### config.mk
export PLATFORM = sky130hd
export DESIGN_NAME = alu_operand_stage
export DESIGN_NICKNAME = d
export VERILOG_FILES = /design/src/rtl/alu_operand_stage.sv
export SDC_FILE = /design/constraint.sdc
export NUM_CORES = 2
export LEC_CHECK = 0
export BUFFER_PORTS_ARGS = -buffer_cell sky130_fd_sc_hd__clkbuf_2
export CORE_ASPECT_RATIO = 0.9
export CORE_MARGIN = 10
export CORE_UTILIZATION = 55
export DETAILED_ROUTE_END_ITERATION = 8
export PLACE_DENSITY = 0.74
export SLEW_MARGIN = 15
export SYNTH_ARGS = -nofsm -noshare
export SYNTH_HDL_FRONTEND = slang
export SYNTH_SLANG_ARGS = --single-unit
### constraint.sdc
create_clock -name clk -period 4 [get_ports clk]
set_clock_uncertainty 0.15 [all_clocks]
set_input_delay 0.6 -clock clk [delete_from_list [all_inputs] [get_ports clk]]
set_output_delay 0.6 -clock clk [all_outputs]
set_load 0.05 [all_outputs]
### src/rtl/alu_operand_stage.sv
// alu_operand_stage: register file read, operand select and opcode legalisation into a one-entry output register.
// Define OPERAND_BYPASS_EN to forward same-edge write data into the latched operands.
module alu_operand_stage #(
  parameter int WIDTH = 32,
  parameter int NREG  = 32
) (
  input  logic             clk,
  input  logic             rst_n,
  input  logic             in_valid,
  output logic             in_ready,
  input  logic [4:0]       rs_addr,
  input  logic [4:0]       rt_addr,
  input  logic [WIDTH-1:0] imm,
  input  logic             use_imm,
  input  logic [2:0]       alu_ctrl_in,
  input  logic             wb_en,
  input  logic [4:0]       wb_addr,
  input  logic [WIDTH-1:0] wb_data,
  output logic             out_valid,
  input  logic             out_ready,
  output logic [WIDTH-1:0] a,
  output logic [WIDTH-1:0] b,
  output logic [2:0]       alu_ctrl,
  output logic             illegal_seen
);
`ifdef OPERAND_BYPASS_EN
  localparam bit BYPASS = 1'b1;
`else
  localparam bit BYPASS = 1'b0;
`endif
  logic [WIDTH-1:0] rf [NREG];
  logic             accept, legal, hit_a, hit_b;
  logic [WIDTH-1:0] rd_a, rd_b;
  assign in_ready = !out_valid || out_ready;
  assign accept   = in_valid && in_ready;
  assign legal    = alu_ctrl_in inside {3'b000, 3'b001, 3'b011, 3'b100};
  // forwarding only matters for non-zero addresses; register 0 always reads 0
  assign hit_a = BYPASS && wb_en && wb_addr == rs_addr;
  assign hit_b = BYPASS && wb_en && wb_addr == rt_addr;
  assign rd_a  = rs_addr == 5'd0 ? '0 : hit_a ? wb_data : rf[rs_addr];
  assign rd_b  = rt_addr == 5'd0 ? '0 : hit_b ? wb_data : rf[rt_addr];
  always_ff @(posedge clk or negedge rst_n) begin
    if (!rst_n) begin
      for (int i = 0; i < NREG; i++) rf[i] <= '0;
    end else if (wb_en && wb_addr != 5'd0) begin
      rf[wb_addr] <= wb_data;
    end
  end
  always_ff @(posedge clk or negedge rst_n) begin
    if (!rst_n) begin
      out_valid    <= 1'b0;
      a            <= '0;
      b            <= '0;
      alu_ctrl     <= 3'b000;
      illegal_seen <= 1'b0;
    end else if (accept) begin
      out_valid    <= 1'b1;
      a            <= rd_a;
      b            <= use_imm ? imm : rd_b;
      alu_ctrl     <= legal ? alu_ctrl_in : 3'b000;
      illegal_seen <= illegal_seen || !legal;
    end else if (out_ready) begin
      out_valid <= 1'b0;
    end
  end
endmodule

* Word level (Yosys, flattened, before mapping)
Index checks and enable logic that the tools add are counted.
Word-level totals: logic and storage cells 75, output and inout bits 70, register bits after elaboration 1093
Operators by class: equal/unequal tests 3, mux-type cells 15, bitwise gates (word level) 3, reduce and logical (&&, ||, !) cells 13, magnitude comparators 4
Operators with widths (count):
- $bwmux W1024 | 1
- $bmux W32 S5 | 2
- $mux W32 | 8
- $demux W32 S5 | 1
- $ge A6 B6 Y1 const B | 3
- $not A5 Y6 | 3
- $logic_not A5 Y1 | 2
- $lt A6 B1 Y1 const B | 1
- $reduce_bool A5 Y1 | 1
- $reduce_bool A4 Y1 | 1
- $eq A3 B1 Y1 const B | 1
- $eq A3 B2 Y1 const B | 1
- $eq A3 B3 Y1 const B | 1
- $logic_and A1 B1 Y1 | 3
- $logic_not A3 Y1 | 1
- $mux W3 | 1
- $logic_not A1 Y1 | 2
- $logic_or A1 B1 Y1 | 2
- $mux W1 | 2
- $reduce_bool A2 Y1 | 1

* Longest topological paths before layout
depth in word-level cells 6, depth in mapped cells 9, mapped depth without buffers 4

* Worst setup path before layout
No wires, ideal clock.
kind in2reg, start point in rt_addr[0], end point reg b[21], path slack 1.645 ns, cell stages on the path 7, arrival time 2.070 ns, required time 3.715 ns, cell sequence buf_6 buf_6 buf_6 buf_4 mux4_2 a211oi_1 o31ai_1
On the way: word-level cells in the longest chain between the ends 6, elaborated cells between the ends (all ways) 7, those cells by class mux: 5; bitwise: 1; reduce/logical: 1
Ends and longest elaborated chain:
- start, declared | RTL line 12 | input logic [4:0] rt_addr,
- $not A5 Y6 (implied by the code) | RTL line 41 | assign rd_b = rt_addr == 5'd0 ? '0 : hit_b ? wb_data : rf[rt_addr];
- $bmux W32 S5 | RTL line 41
- $mux W32 (implied by the code) (2 in a row) | RTL line 41
- $mux W32 (*) | RTL line 41
- $mux W32 (*) | RTL line 59 | b <= use_imm ? imm : rd_b;
- end signal, assigned | RTL line 59
- end, declared | RTL line 22 | output logic [WIDTH-1:0] b,
Mark *: on every way between the ends. The rest lies on a longest branch, timed or not. The select of a mux whose other input is x is not followed. A chain may end at the register's enable or synchronous reset.

* Worst setup path after layout
start point reg out_valid, end point out in_ready
On the way: word-level cells in the longest chain between the ends 2
Ends and longest elaborated chain:
- start, declared | RTL line 19 | output logic out_valid,
- start signal, assigned | RTL line 51 | out_valid <= 1'b0;
- start signal, assigned | RTL line 57 | out_valid <= 1'b1;
- start signal, assigned | RTL line 63 | out_valid <= 1'b0;
- $logic_not A1 Y1 | RTL line 34 | assign in_ready = !out_valid || out_ready;
- $logic_or A1 B1 Y1 | RTL line 34
- end, declared | RTL line 10 | output logic in_ready,
Every way passes these cells.

==> flow_metrics.tcl <==
set metrics [dict create \
    r2r_slack_ns 1.22 \
    hold_violations 0 \
    required_ns 3.25 \
    cts_sinks 1093 \
    synthTopCellsByArea "dfrtp_1 48%, mux2_2 18%, mux4_2 12%, mux2i_1 6.6%, mux2_1 1.7%" \
    powerDensity_nw_per_um2 509.7 \
    synth_cells 4038 \
    rsz0062_at_grt "false" \
    ys_warn_count 0 \
    setup_viol 0 \
    synth_edf_count 0 \
    gr-total-overflow 0 \
    cts_inserted_buffers 115 \
    area_delta_synth_final_pct 11.09 \
    fp.dieArea_um2 117600 \
    critPathLaunchType "register" \
    dr_total_vias 39290 \
    worstPathArrival_ns 2.34 \
    critPathKind "register to output port" \
    grt_pass1_wl_um 280100 \
    maxSlewViolCount 0 \
    ys_ff_latch 1093 \
    core-area_um2 103600 \
    synth_top_area_share 0.4768 \
    clkLatencyLatePin_ns 0.71 \
    synthTopCellsByCount "1093 x dfrtp_1, 906 x mux2_2, 378 x mux2i_1" \
    p_leak_nw 28.38 \
    post_drt_wl_per_cell_um 34.57 \
    vdd_ir_drop_max_uv 372.3 \
    endpoint_kind "output port" \
    drive_gt1_frac 0.4460 \
    cts_tree "yes" \
    worst_pin_slew_ns 1.190 \
    firstDrtPassIters 5 \
    htreeDepth 3 \
    viasPerCell 7.127 \
    synth_most_common_cell "dfrtp_1" \
    synth_top_area_cell "dfrtp_1" \
    track_usage 0.3188 \
    netlist_area_um2 57360 \
    io_pins 158 \
    maxCapViolations 0 \
    antenna_found_initial 12 \
    rows 112 \
    fmax_mhz 323.4 \
    cp_max_fo 21 \
    setup_slack_ns 0.9078 \
    cts_buffer_depth 3 \
    drc_errors 0 \
    dpl_worst_slack_ns 0.8866 \
    ys_seq_area_frac 0.4768 \
    initial_utilization 0.5539 \
    whs_ns 0.06135 \
    gp_congestion 0.9206 \
    post-dp-hpwl_um 120900 \
    fillers 7666 \
    synth-main-ff-cell "dfrtp_1" \
    fin_nets 4132 \
    syn_avg_cell_area_um2 14.21 \
    synth_nets 4126 \
    min_period_over_period 0.7731 \
    synthArstFlopShare 1.000 \
    die_x_um 360.4 \
    grt_max_degree 116 \
    cts_resized 0 \
    fp.dieH_um 326.4 \
    drt_iter0_drc 4948 \
    hold_path_class "input port to register" \
    slew_headroom 0.2036 \
    cts_root_buffer "clkbuf_16" \
    postRouteAntennaNets 0 \
    fin_setup_tns_ns 0 \
    status "finished clean" \
    grt_pass1_vias 39850 \
    synth.distinct_cells 47 \
    io_buffers 157 \
    wirelength_um 190600 \
    clk_pin_slew_ns 0.06 \
    period_needed_ns 3.092 \
]
## per-layer routing
layer,vias to the layer above,track usage,wire length (µm)
met5,-,0,75
met4,12,0.1410,8985
met3,538,0.09608,21030
met2,2449,0.4651,83710
met1,20760,0.4396,76760
li1,15520,-,-
## area by class of cell
type	instances	area, µm²	area share
Multi-Input combinational cell	2483	28020	0.4397
Sequential cell	1093	27350	0.4292
Clock buffer	180	3507	0.05504
Timing Repair Buffer	347	2754	0.04322
Tap cell	1368	1712	0.02686
Clock inverter	32	355.3	0.005576
Inverter	4	15.01	0.0002356
Antenna cell	5	12.51	0.0001963
## flip-flops by register name (all words and copies together), names as in the netlist
register	count
rf	1024
a	32
b	32
alu_ctrl	3
illegal_seen	1
out_valid	1
## metrics by stage
step	utilization	total power, W	cell area, µm²	instances
final	0.6153	0.03248	63720	5512
after floorplan	-	0.01922	57360	4038
after detailed placement	0.5776	0.02145	59820	5292
after global placement	0.5776	0.02119	59820	5292
after CTS	0.6152	0.03239	63710	5507
after global routing	0.6153	0.03363	63720	5512
## worst paths after layout
kind,from,end,depth (start not counted)
worst min-delay path,alu_ctrl_in[0],alu_ctrl[1]$_DFFE_PN0P_,3
min in group asynchronous,rst_n,rf[121]$_DFFE_PN0P_,2
worst min register to register,rf[994]$_DFFE_PN0P_,rf[994]$_DFFE_PN0P_,0
worst max register to register,out_valid$_DFFE_PN0P_,b[12]$_DFFE_PN0P_,4
worst max-delay path,out_valid$_DFFE_PN0P_,in_ready,3
max in group asynchronous,rst_n,rf[103]$_DFFE_PN0P_,4
## power breakdown
| group | internal [W] | switching (W) |
|---|---|---|
| logic | 0.00349 | 0.00313 |
| registers | 0.0131 | 0.00171 |
| clock network | 0.00643 | 0.00457 |
| total | 0.0231 | 0.00941 |
## cell usage in the layout (no fill, tap or decap), types with 18 or more instances in the layout
master,n
dfrtp_1,1093
mux2_2,906
mux2i_1,378
mux4_2,318
clkbuf_2,151
buf_4,149
a22oi_1,124
clkbuf_16,119
mux2_1,86
a211oi_1,83
nand2_1,70
a22o_1,64
a21oi_1,62
o221ai_1,50
o22ai_1,45
buf_12,38
nand3_1,34
nor2b_1,33
o21ai_0,33
o31ai_1,33
clkbuf_8,31
clkbuf_1,31
o41ai_2,30
or2_1,21
nor2_4,19
clkinv_2,18
## timing repair
item / in CTS / in global routing
buffers inserted: 0 / 0
hold buffers: 3 / 0
hold endpoints to repair: 70 / 0
## logic make-up (layout without fill, tap and decap cells)
logic type / Yosys count / count (layout) / share of synthesized area
buffers and inverters: 462 / 563 / 0.03915
other: 0 / 5 / 0
AND/OR/NAND/NOR: 244 / 244 / 0.02144
multiplexers: 1694 / 1694 / 0.3883
flip-flops: 1093 / 1093 / 0.4768
AO/OA/AOI/OAI: 545 / 545 / 0.07431
## critical path, cell delays in order, from the launching register on
cell	delay [ns]
dfrtp_1	0.40
nand2b_2	0.43
buf_4	0.43
clkbuf_2	0.35
Note: power is estimated with default switching activity, not from simulation.
